### config.mk
export PLATFORM = sky130hd
export DESIGN_NAME = sync_fifo_flags_flat
export DESIGN_NICKNAME = d
export VERILOG_FILES = /design/src/rtl/fifo_pkg.sv /design/src/rtl/sync_fifo_flags_if.sv /design/src/rtl/sync_fifo_mem.sv /design/src/rtl/sync_fifo_flags.sv /design/src/flat_wrapper.sv
export SDC_FILE = /design/constraint.sdc
export NUM_CORES = 1
export LEC_CHECK = 0
export ABC_AREA = 1
export CAP_MARGIN = 20
export CELL_PAD_IN_SITES_DETAIL_PLACEMENT = 1
export CELL_PAD_IN_SITES_GLOBAL_PLACEMENT = 1
export CORE_AREA = 2 2 169 105
export CTS_CLUSTER_DIAMETER = 40
export CTS_CLUSTER_SIZE = 40
export DETAILED_ROUTE_END_ITERATION = 16
export DIE_AREA = 0 0 171 107
export GPL_TIMING_DRIVEN = 0
export PLACE_DENSITY_LB_ADDON = 0.1
export RECOVER_POWER = 50
export SETUP_SLACK_MARGIN = 0.1
export SLEW_MARGIN = 25
export SYNTH_ARGS = -nofsm -noshare
export SYNTH_HDL_FRONTEND = slang
export SYNTH_SLANG_ARGS = --single-unit
### constraint.sdc
create_clock -name clk -period 2.8 [get_ports clk]
set_clock_uncertainty 0.1 [all_clocks]
set_input_delay 0.56 -clock clk [delete_from_list [all_inputs] [get_ports clk]]
set_output_delay 0.56 -clock clk [all_outputs]
set_load 0.01 [all_outputs]
### src/rtl/fifo_pkg.sv
// Shared FIFO helpers: address/pointer/count width derivations and default
// flag thresholds, intended for reuse by future async and multi-channel FIFOs.
package fifo_pkg;

  localparam int DEF_WIDTH    = 8;
  localparam int DEF_DEPTH    = 16;
  localparam int DEF_AE_LEVEL = 2;
  localparam int DEF_AF_GAP   = 2;

  function automatic int clog2(input int value);
    int r;
    r = 0;
    for (int i = 0; i < 31; i++) begin
      if ((1 << r) < value) r++;
    end
    return r;
  endfunction

  // One extra wrap bit distinguishes full from empty when the low bits match.
  function automatic int ptr_width(input int depth);
    return clog2(depth) + 1;
  endfunction

  function automatic int cnt_width(input int depth);
    return clog2(depth) + 1;
  endfunction

  function automatic int def_af_level(input int depth);
    return depth - DEF_AF_GAP;
  endfunction

  function automatic bit is_pow2(input int value);
    return (value >= 2) && ((value & (value - 1)) == 0);
  endfunction

endpackage

### src/rtl/sync_fifo_flags_if.sv
// Producer/consumer-side bundle of the synchronous FIFO: write, read,
// flush/error-clear controls and all status outputs.
interface sync_fifo_flags_if
  import fifo_pkg::*;
#(
  parameter int WIDTH = DEF_WIDTH,
  parameter int DEPTH = DEF_DEPTH
) ();

  localparam int CW = cnt_width(DEPTH);

  logic             flush;
  logic             we;
  logic [WIDTH-1:0] d_in;
  logic             re;
  logic             clr_err;
  logic [WIDTH-1:0] d_out;
  logic             rd_valid;
  logic             full;
  logic             empty;
  logic             almost_full;
  logic             almost_empty;
  logic [CW-1:0]    count;
  logic             overflow;
  logic             underflow;

  modport master (
    output flush, we, d_in, re, clr_err,
    input  d_out, rd_valid, full, empty, almost_full, almost_empty,
           count, overflow, underflow
  );

  modport slave (
    input  flush, we, d_in, re, clr_err,
    output d_out, rd_valid, full, empty, almost_full, almost_empty,
           count, overflow, underflow
  );

endinterface

### src/rtl/sync_fifo_mem.sv
// DEPTH x WIDTH storage array: one synchronous write port, one asynchronous
// read port. Contents are deliberately not reset.
module sync_fifo_mem
  import fifo_pkg::*;
#(
  parameter int WIDTH = DEF_WIDTH,
  parameter int DEPTH = DEF_DEPTH,
  parameter int AW    = clog2(DEPTH)
) (
  input  logic             clk,
  input  logic             i_we,
  input  logic [AW-1:0]    i_waddr,
  input  logic [WIDTH-1:0] i_wdata,
  input  logic [AW-1:0]    i_raddr,
  output logic [WIDTH-1:0] o_rdata
);

  logic [WIDTH-1:0] r_mem [DEPTH];

  always_ff @(posedge clk) begin
    if (i_we) r_mem[i_waddr] <= i_wdata;
  end

  assign o_rdata = r_mem[i_raddr];

endmodule

### src/rtl/sync_fifo_flags.sv
// Parametrised single-clock FIFO with occupancy count, programmable
// almost-full/empty thresholds, sticky overflow/underflow and flush.
module sync_fifo_flags
  import fifo_pkg::*;
#(
  parameter int WIDTH    = DEF_WIDTH,
  parameter int DEPTH    = DEF_DEPTH,
  parameter int AF_LEVEL = def_af_level(DEPTH),
  parameter int AE_LEVEL = DEF_AE_LEVEL
) (
  input  logic              clk,
  input  logic              rst,
  sync_fifo_flags_if.slave  bus
);

  localparam int AW = clog2(DEPTH);
  localparam int PW = ptr_width(DEPTH);
  localparam logic [PW-1:0] AF_CNT = PW'(AF_LEVEL);
  localparam logic [PW-1:0] AE_CNT = PW'(AE_LEVEL);

  if (!is_pow2(DEPTH)) begin : g_bad_depth
    $fatal(1, "sync_fifo_flags: DEPTH must be a power of two >= 2");
  end
  if (AF_LEVEL < 1 || AF_LEVEL > DEPTH) begin : g_bad_af
    $fatal(1, "sync_fifo_flags: AF_LEVEL out of range 1..DEPTH");
  end
  if (AE_LEVEL < 0 || AE_LEVEL > DEPTH - 1) begin : g_bad_ae
    $fatal(1, "sync_fifo_flags: AE_LEVEL out of range 0..DEPTH-1");
  end

  logic [PW-1:0]    r_wptr;
  logic [PW-1:0]    r_rptr;
  logic [WIDTH-1:0] r_d_out;
  logic             r_rd_valid;
  logic             r_overflow;
  logic             r_underflow;

  logic             w_empty;
  logic             w_full;
  logic [PW-1:0]    w_count;
  logic             w_wa;
  logic             w_ra;
  logic             w_ovf_evt;
  logic             w_udf_evt;
  logic [WIDTH-1:0] w_rdata;

  // Status comes only from registered pointers, never from we/re directly.
  assign w_empty = (r_wptr == r_rptr);
  assign w_full  = (r_wptr[AW-1:0] == r_rptr[AW-1:0]) && (r_wptr[AW] != r_rptr[AW]);
  assign w_count = r_wptr - r_rptr;

  assign w_wa      = bus.we & ~w_full  & ~bus.flush;
  assign w_ra      = bus.re & ~w_empty & ~bus.flush;
  assign w_ovf_evt = bus.we & w_full  & ~bus.flush;
  assign w_udf_evt = bus.re & w_empty & ~bus.flush;

  sync_fifo_mem #(
    .WIDTH (WIDTH),
    .DEPTH (DEPTH),
    .AW    (AW)
  ) u_mem (
    .clk     (clk),
    .i_we    (w_wa),
    .i_waddr (r_wptr[AW-1:0]),
    .i_wdata (bus.d_in),
    .i_raddr (r_rptr[AW-1:0]),
    .o_rdata (w_rdata)
  );

  always_ff @(posedge clk or negedge rst) begin
    if (!rst) begin
      r_wptr      <= '0;
      r_rptr      <= '0;
      r_d_out     <= '0;
      r_rd_valid  <= 1'b0;
      r_overflow  <= 1'b0;
      r_underflow <= 1'b0;
    end else begin
      if (bus.flush) begin
        r_wptr <= '0;
        r_rptr <= '0;
      end else begin
        if (w_wa) r_wptr <= r_wptr + PW'(1);
        if (w_ra) r_rptr <= r_rptr + PW'(1);
      end

      r_rd_valid <= w_ra;
      if (w_ra) r_d_out <= w_rdata;

      // A new error event outranks a coincident clear.
      if (w_ovf_evt)        r_overflow <= 1'b1;
      else if (bus.clr_err) r_overflow <= 1'b0;

      if (w_udf_evt)        r_underflow <= 1'b1;
      else if (bus.clr_err) r_underflow <= 1'b0;
    end
  end

  assign bus.d_out        = r_d_out;
  assign bus.rd_valid     = r_rd_valid;
  assign bus.full         = w_full;
  assign bus.empty        = w_empty;
  assign bus.almost_full  = (w_count >= AF_CNT);
  assign bus.almost_empty = (w_count <= AE_CNT);
  assign bus.count        = w_count;
  assign bus.overflow     = r_overflow;
  assign bus.underflow    = r_underflow;

endmodule

### src/flat_wrapper.sv
// flat-port wrapper written by rule: the top's interface ports become plain ports
module sync_fifo_flags_flat import fifo_pkg::*;
#(
  parameter int WIDTH    = DEF_WIDTH,
  parameter int DEPTH    = DEF_DEPTH,
  parameter int AF_LEVEL = def_af_level(DEPTH),
  parameter int AE_LEVEL = DEF_AE_LEVEL
)
  (clk, rst, bus_flush, bus_we, bus_d_in, bus_re, bus_clr_err, bus_d_out, bus_rd_valid, bus_full, bus_empty, bus_almost_full, bus_almost_empty, bus_count, bus_overflow, bus_underflow);
  sync_fifo_flags_if #(.WIDTH(WIDTH), .DEPTH(DEPTH)) bus_i ();
  input  logic clk;
  input  logic rst;
  input wire logic [$bits(bus_i.flush)-1:0] bus_flush;
  input wire logic [$bits(bus_i.we)-1:0] bus_we;
  input wire logic [$bits(bus_i.d_in)-1:0] bus_d_in;
  input wire logic [$bits(bus_i.re)-1:0] bus_re;
  input wire logic [$bits(bus_i.clr_err)-1:0] bus_clr_err;
  output wire logic [$bits(bus_i.d_out)-1:0] bus_d_out;
  output wire logic [$bits(bus_i.rd_valid)-1:0] bus_rd_valid;
  output wire logic [$bits(bus_i.full)-1:0] bus_full;
  output wire logic [$bits(bus_i.empty)-1:0] bus_empty;
  output wire logic [$bits(bus_i.almost_full)-1:0] bus_almost_full;
  output wire logic [$bits(bus_i.almost_empty)-1:0] bus_almost_empty;
  output wire logic [$bits(bus_i.count)-1:0] bus_count;
  output wire logic [$bits(bus_i.overflow)-1:0] bus_overflow;
  output wire logic [$bits(bus_i.underflow)-1:0] bus_underflow;
  assign bus_i.flush = bus_flush;
  assign bus_i.we = bus_we;
  assign bus_i.d_in = bus_d_in;
  assign bus_i.re = bus_re;
  assign bus_i.clr_err = bus_clr_err;
  assign bus_d_out = bus_i.d_out;
  assign bus_rd_valid = bus_i.rd_valid;
  assign bus_full = bus_i.full;
  assign bus_empty = bus_i.empty;
  assign bus_almost_full = bus_i.almost_full;
  assign bus_almost_empty = bus_i.almost_empty;
  assign bus_count = bus_i.count;
  assign bus_overflow = bus_i.overflow;
  assign bus_underflow = bus_i.underflow;
  sync_fifo_flags #(.WIDTH(WIDTH), .DEPTH(DEPTH), .AF_LEVEL(AF_LEVEL), .AE_LEVEL(AE_LEVEL)) u_core (.clk(clk), .rst(rst), .bus(bus_i));
endmodule
# Word level (Yosys, flattened, before mapping)
# Memory sizes are Yosys's and may differ from the RTL's. A register that Yosys moved wholly into a read port is not among the register bits.
# Index checks and enable logic that the tools add are counted.
[totals] ff_bits=13 ramBits=128 in_bits=14 out_inout_bits=20 elab_cells=40 n_memories=1
[memory_table] memory="u_core.u_mem.r_mem" words=16 word_bits=8 read_ports=1 rd_clocked_by_memory_dff=1 wr=1 line="sync_fifo_mem.sv:18" source="logic [WIDTH-1:0] r_mem [DEPTH];"
[op_classes] addsub=3 order_cmp=2 eq_ne=3 mux=9 bitwise=11 reduce_logical=6
[ops] op="$mux 5" count=4
[ops] op="$add 5x1->5 const B" count=2
[ops] op="$and 1x1->1" count=8
[ops] op="$reduce_bool 2->1" count=4
[ops] op="$eq 5x5->1" count=1
[ops] op="$ge 5x4->1 const B" count=1
[ops] op="$le 5x2->1 const B" count=1
[ops] op="$mux 1" count=5
[ops] op="$sub 5x5->5" count=1
[ops] op="$eq 4x4->1" count=1
[ops] op="$not 1->1" count=3
[ops] op="$logic_and 1x1->1" count=1
[ops] op="$logic_not 1->1" count=1
[ops] op="$ne 1x1->1" count=1

# Depth between registers and ports, before layout
[depth] word_depth=7 ltp_mapped=11 ltp_nobuf=9

# By module
# Synthesis repeated with hierarchy kept, for this count alone.
[hier_totals] hier_cells=715 area_unflattened_um2=6857.8
[by_module_without_submodules] mod="sync_fifo_mem" instances=1 cells_each=543 area_per_inst_um2=5606.6
[by_module_without_submodules] mod="sync_fifo_flags" instances=1 cells_each=172 area_per_inst_um2=1251.2

# Worst setup path before layout
# Ideal clock, no wire load.
[synth_timing] path_type="reg-to-output" start="register u_core.r_rptr[2]" end="output bus_almost_full" arrival_ns=1.826 required_time_ns=2.140 slack_ns=0.314 stages_incl_launch_ff=10 path_buffers=2 path_cell_list="dfrtp_1 buf_2 buf_2 inv_1 ha_1 a21oi_1 nand2_1 xor2_1 nand3_1 nand2_1"
[synth_via] elab_chain_len=2
[synth_lines] element="start, declared" line="sync_fifo_flags.sv:32" source="logic [PW-1:0] r_rptr;"
[synth_lines] element="start signal, assigned" line="sync_fifo_flags.sv:84" source="if (w_ra) r_rptr <= r_rptr + PW'(1);"
[synth_lines] element="$sub 5x5->5" line="sync_fifo_flags.sv:50" source="assign w_count = r_wptr - r_rptr;"
[synth_lines] element="named net bus_count[3]" line="flat_wrapper.sv:24" source="output wire logic [$bits(bus_i.count)-1:0] bus_count;"
[synth_lines] element="$ge 5x4->1" line="sync_fifo_flags.sv:103" source="assign bus.almost_full = (w_count >= AF_CNT);"
[synth_lines] element="end, declared" line="flat_wrapper.sv:22" source="output wire logic [$bits(bus_i.almost_full)-1:0] bus_almost_full;"
# The timed path passes the listed nets, and every way through them passes these cells.

# Final worst setup path
[layout_timing] start="register u_core.r_wptr[0]" end="output bus_almost_empty"
[layout_via] elab_chain_len=2
[layout_lines] element="start, declared" line="sync_fifo_flags.sv:31" source="logic [PW-1:0] r_wptr;"
[layout_lines] element="start signal, assigned" line="sync_fifo_flags.sv:83" source="if (w_wa) r_wptr <= r_wptr + PW'(1);"
[layout_lines] element="$sub 5x5->5" line="sync_fifo_flags.sv:50"
[layout_lines] element="$le 5x2->1" line="sync_fifo_flags.sv:104" source="assign bus.almost_empty = (w_count <= AE_CNT);"
[layout_lines] element="end, declared" line="flat_wrapper.sv:23" source="output wire logic [$bits(bus_i.almost_empty)-1:0] bus_almost_empty;"
# No other way between the ends.

==> results summary <==
Wire segments on met2 add up to 9010 um in the final route. The synthesized design spends more area on one cell type than any other, namely sky130_fd_sc_hd__edfxtp_1. The number of synthesized register bits came out at 149. The height of the chip came out at 107 um.

The wire length of the first global-routing pass is 30200 um. After synthesis, the cell types taking the most area are sky130_fd_sc_hd__edfxtp_1 57%, sky130_fd_sc_hd__nand2_1 10%, sky130_fd_sc_hd__dfrtp_1 7.8%. The most used flip-flop cell after synthesis is sky130_fd_sc_hd__edfxtp_1. The number of global-route vias before repair came to 5084. The net count of the finished layout is 773. In this run the critical register-to-register path is launched from u_core.r_rptr[2]$_DFFE_PN0P_. Power comes to 6.05 mW. The peak supply drop came out at 321 uV. After clock tree synthesis, the flow added hold-fix buffers numbering 0. Summing all flip-flop and latch instances after layout gives 4370 um2. The run finished with clean final reports. The mean routed wirelength per cell came out at 20.0 um.

The clock reaches the later pin of the worst-skew pair after 430 ps. The top cell type by area accounts for 57.0% of the synthesized area. The power per cell area came out at 726 nW/um2. The required time of the critical path came out at 2140 ps. The total of buffers placed on input and output ports is 33. The leakage component of the power is 3.51 nW. The fraction of the core area covered by cells at the end of the flow came out at 49.8%. The number of cell rows came out at 37. The area used by multi-input combinational logic is 2000 um2.

Max-cap violations in this run came to 0. STA classifies the critical path startpoint as a flop. The highest layer touched by signal routing is met4. The number of antenna violations at the first check in global routing was 0.

The part of the Yosys area used for sequential elements came out at 64.8%. In the routed design, unresolved DRC markers number 0. The gate count after technology mapping came out at 679. The post-synthesis area per instance is 9.94 um2.

The maximum number of pins on one net before global-route repair came out at 22. The number of distinct standard cells referenced by the synthesized netlist is 28. The post-route minimum period came out at 2760 ps. The part of the cycle the worst path needs came out at 98.6%.

The initial cell density of the core is 40.3%. After synthesis the cells add up to 6750 um2. TritonCTS built the clock tree.

The floorplan die width came out at 171 um. The maximum net fanout on the critical path is 3. Setup repair after global routing could not meet its margin everywhere. The net count after synthesis came out at 703. The first TritonRoute pass finished after 4 iterations. STA classifies the critical path endpoint as an output pin.

The number of buffers created by CTS is 17. The tightest min-delay check is of the input port to asynchronous set/reset pin type. The remaining global-route overflow is 0.

The commonest cells after synthesis are 188 x sky130_fd_sc_hd__nand2_1, 128 x sky130_fd_sc_hd__edfxtp_1, 110 x sky130_fd_sc_hd__inv_1. The boundary pin count came out at 34. The number of antenna-violating nets in the routed design came out at 0. The number of standard cells in the layout, taps in and fillers out is 996. The worst relative slew slack is 17.0%. Yosys printed 0 warnings. In this run the deepest clock path goes through 2 buffers. The number of synthesized flops with an enable pin came out at 128. The number of fill cells in the layout came out at 1889. The antenna diode count came out at 0. The final count of hold timing violations is 0. The worst setup path is of the flop to output pin kind.

The number of levels in the clock H-tree is 4. The wire length on met3 came out at 751 um. The final routed wirelength across all metal layers is 19900 um. After floorplanning, the core was sized to cover 16800 um2. The routed metal-1 wirelength is 9900 um.

The share of cells above drive strength 1 is 17.1%. The total of endpoints with negative setup slack in the final report came out at 0. The count of pins over their slew limit came to 0. The TritonCTS sink count is 149. The async set or reset register ratio after synthesis came out at 14.1%. The transition time at the pin with the least slew margin is 1240 ps. The launch point of the critical path is u_core.r_wptr[0]$_DFFE_PN0P_. At the end of routability-driven placement, the weighted congestion stood at 0.886. Derived from the worst setup path, the maximum achievable clock frequency is 362 MHz.

The number of DRC markers after the initial detailed-route iteration is 332. The overall global routing resource usage came out at 23.2%. In the post-synthesis netlist, the cell with the most instances is sky130_fd_sc_hd__nand2_1. Summed over all nets, the half-perimeter wirelength after detailed placement is 13400 um. The via-per-instance ratio came out at 4.91. The number of placed instances with taps included came out at 946. The data arrival time of the critical path is 2100 ps. The detailed router placed 4895 vias in this run. The area added between synthesis and finish came out at 23.6%. Clock-pin slew was measured on the worst setup and hold paths at 70 ps. The die area came out at 18300 um2. The root buffer cell chosen for the clock tree is sky130_fd_sc_hd__clkbuf_16.
## registers in the layout (all words and copies together) (netlist names)
register and flops:
u_core.u_mem.r_mem 128, u_core.bus.d_out 8, u_core.r_rptr 5, u_core.r_wptr 5, u_core.bus.overflow 1, u_core.bus.rd_valid 1
u_core.bus.underflow 1
## power by group
group	switching [mW]	internal (mW)
Sequential	0.0477	2.49
Clock	1.05	1.20
Combinational	0.767	0.486
Total	1.87	4.19
## metal layers
metal | global-route usage (%) | vias up
met2 | 35.6 | 89
met1 | 34.1 | 2464
met4 | 5.69 | 0
met5 | 0 | -
met3 | 4.36 | 21
li1 | - | 2321
## layout make-up
cell class / count / share of cell area [%]
multi-input cells: 391 / 24.0
inverters: 114 / 5.28
clock buffers: 18 / 5.27
plain buffers: 24 / 2.34
well taps: 234 / 3.51
clock inverters: 14 / 1.61
repair buffers: 52 / 5.58
flip-flops and latches: 149 / 52.4
## per-stage QoR
stage / TNS [ps] / hold WS [ps] / setup WS [ps] / cell area, um2
final: 0 / 268 / 38.8 / 8340
after global routing: -57.9 / 356 / -57.9 / 8340
after CTS: 0 / 422 / 0.837 / 8240
after detailed placement: -72590 / 407 / -648 / 7370
after global placement: -63810 / 400 / -555 / 7370
after floorplan: 0 / 164 / 314 / 6750
## timing repair
item,4_1_cts,5_1_grt
buffers inserted,11,8
pin swaps,9,9
endpoints found under the setup margin,138,135
resized for setup,83,20
## logic make-up (layout without fill, tap and decap cells)
kind of cell,after synthesis,in the layout,share of synthesized area (%)
AOI/OAI and AO/OA,18,18,1.58
xor gates and xnor gates,5,5,0.649
adders and majority gates,10,10,1.97
buffers and inverters,139,222,8.83
and+or+nand+nor,358,358,22.2
DFF,149,149,64.8
## worst max-delay path: stages, from the launching register on
cell and delay, ps:
sky130_fd_sc_hd__dfrtp_1 390, sky130_fd_sc_hd__inv_2 80, sky130_fd_sc_hd__ha_4 120, sky130_fd_sc_hd__inv_2 30, sky130_fd_sc_hd__fa_2 370, sky130_fd_sc_hd__xor2_2 200, sky130_fd_sc_hd__a21oi_1 140, sky130_fd_sc_hd__nand2_1 80
sky130_fd_sc_hd__nor2_2 110, sky130_fd_sc_hd__buf_2 140
## cell usage in the layout (no fill, tap or decap), types with 2 or more instances in the layout
cell	count
sky130_fd_sc_hd__nand2_1	182
sky130_fd_sc_hd__edfxtp_1	128
sky130_fd_sc_hd__inv_1	106
sky130_fd_sc_hd__nand3_1	97
sky130_fd_sc_hd__nor2_1	45
sky130_fd_sc_hd__buf_4	24
sky130_fd_sc_hd__dfrtp_1	20
sky130_fd_sc_hd__clkbuf_16	17
sky130_fd_sc_hd__nor2_4	16
sky130_fd_sc_hd__clkdlybuf4s50_1	16
sky130_fd_sc_hd__buf_2	10
sky130_fd_sc_hd__nand2_2	9
sky130_fd_sc_hd__dlygate4sd3_1	8
sky130_fd_sc_hd__buf_6	7
sky130_fd_sc_hd__inv_6	7
sky130_fd_sc_hd__o21ai_0	6
sky130_fd_sc_hd__inv_8	5
sky130_fd_sc_hd__inv_2	5
sky130_fd_sc_hd__o21ai_1	5
sky130_fd_sc_hd__ha_1	5
sky130_fd_sc_hd__ha_4	4
sky130_fd_sc_hd__nor2_2	3
sky130_fd_sc_hd__a21oi_2	2
sky130_fd_sc_hd__xor2_2	2
sky130_fd_sc_hd__clkbuf_8	2
sky130_fd_sc_hd__nand4_1	2
sky130_fd_sc_hd__a21oi_1	2
sky130_fd_sc_hd__nor3_1	2
sky130_fd_sc_hd__xor2_1	2
sky130_fd_sc_hd__clkbuf_1	2
sky130_fd_sc_hd__clkinvlp_4	2
sky130_fd_sc_hd__dlygate4sd2_1	2
sky130_fd_sc_hd__clkbuf_2	2
sky130_fd_sc_hd__buf_12	2
## final timing paths
check	to	slack, ps	cells past startpoint
worst max-delay path	bus_almost_empty	40	9
worst min-delay path	u_core.bus.d_out[2]$_DFFE_PN0P_	270	1
worst max register to register	u_core.u_mem.r_mem[11][5]$_DFFE_PP_	260	9
worst min register to register	u_core.bus.d_out[7]$_DFFE_PN0P_	420	2
max in group asynchronous	u_core.r_rptr[0]$_DFFE_PN0P_	1500	1
min in group clk	u_core.bus.d_out[7]$_DFFE_PN0P_	420	2
Note: power is estimated with default switching activity, not from simulation.
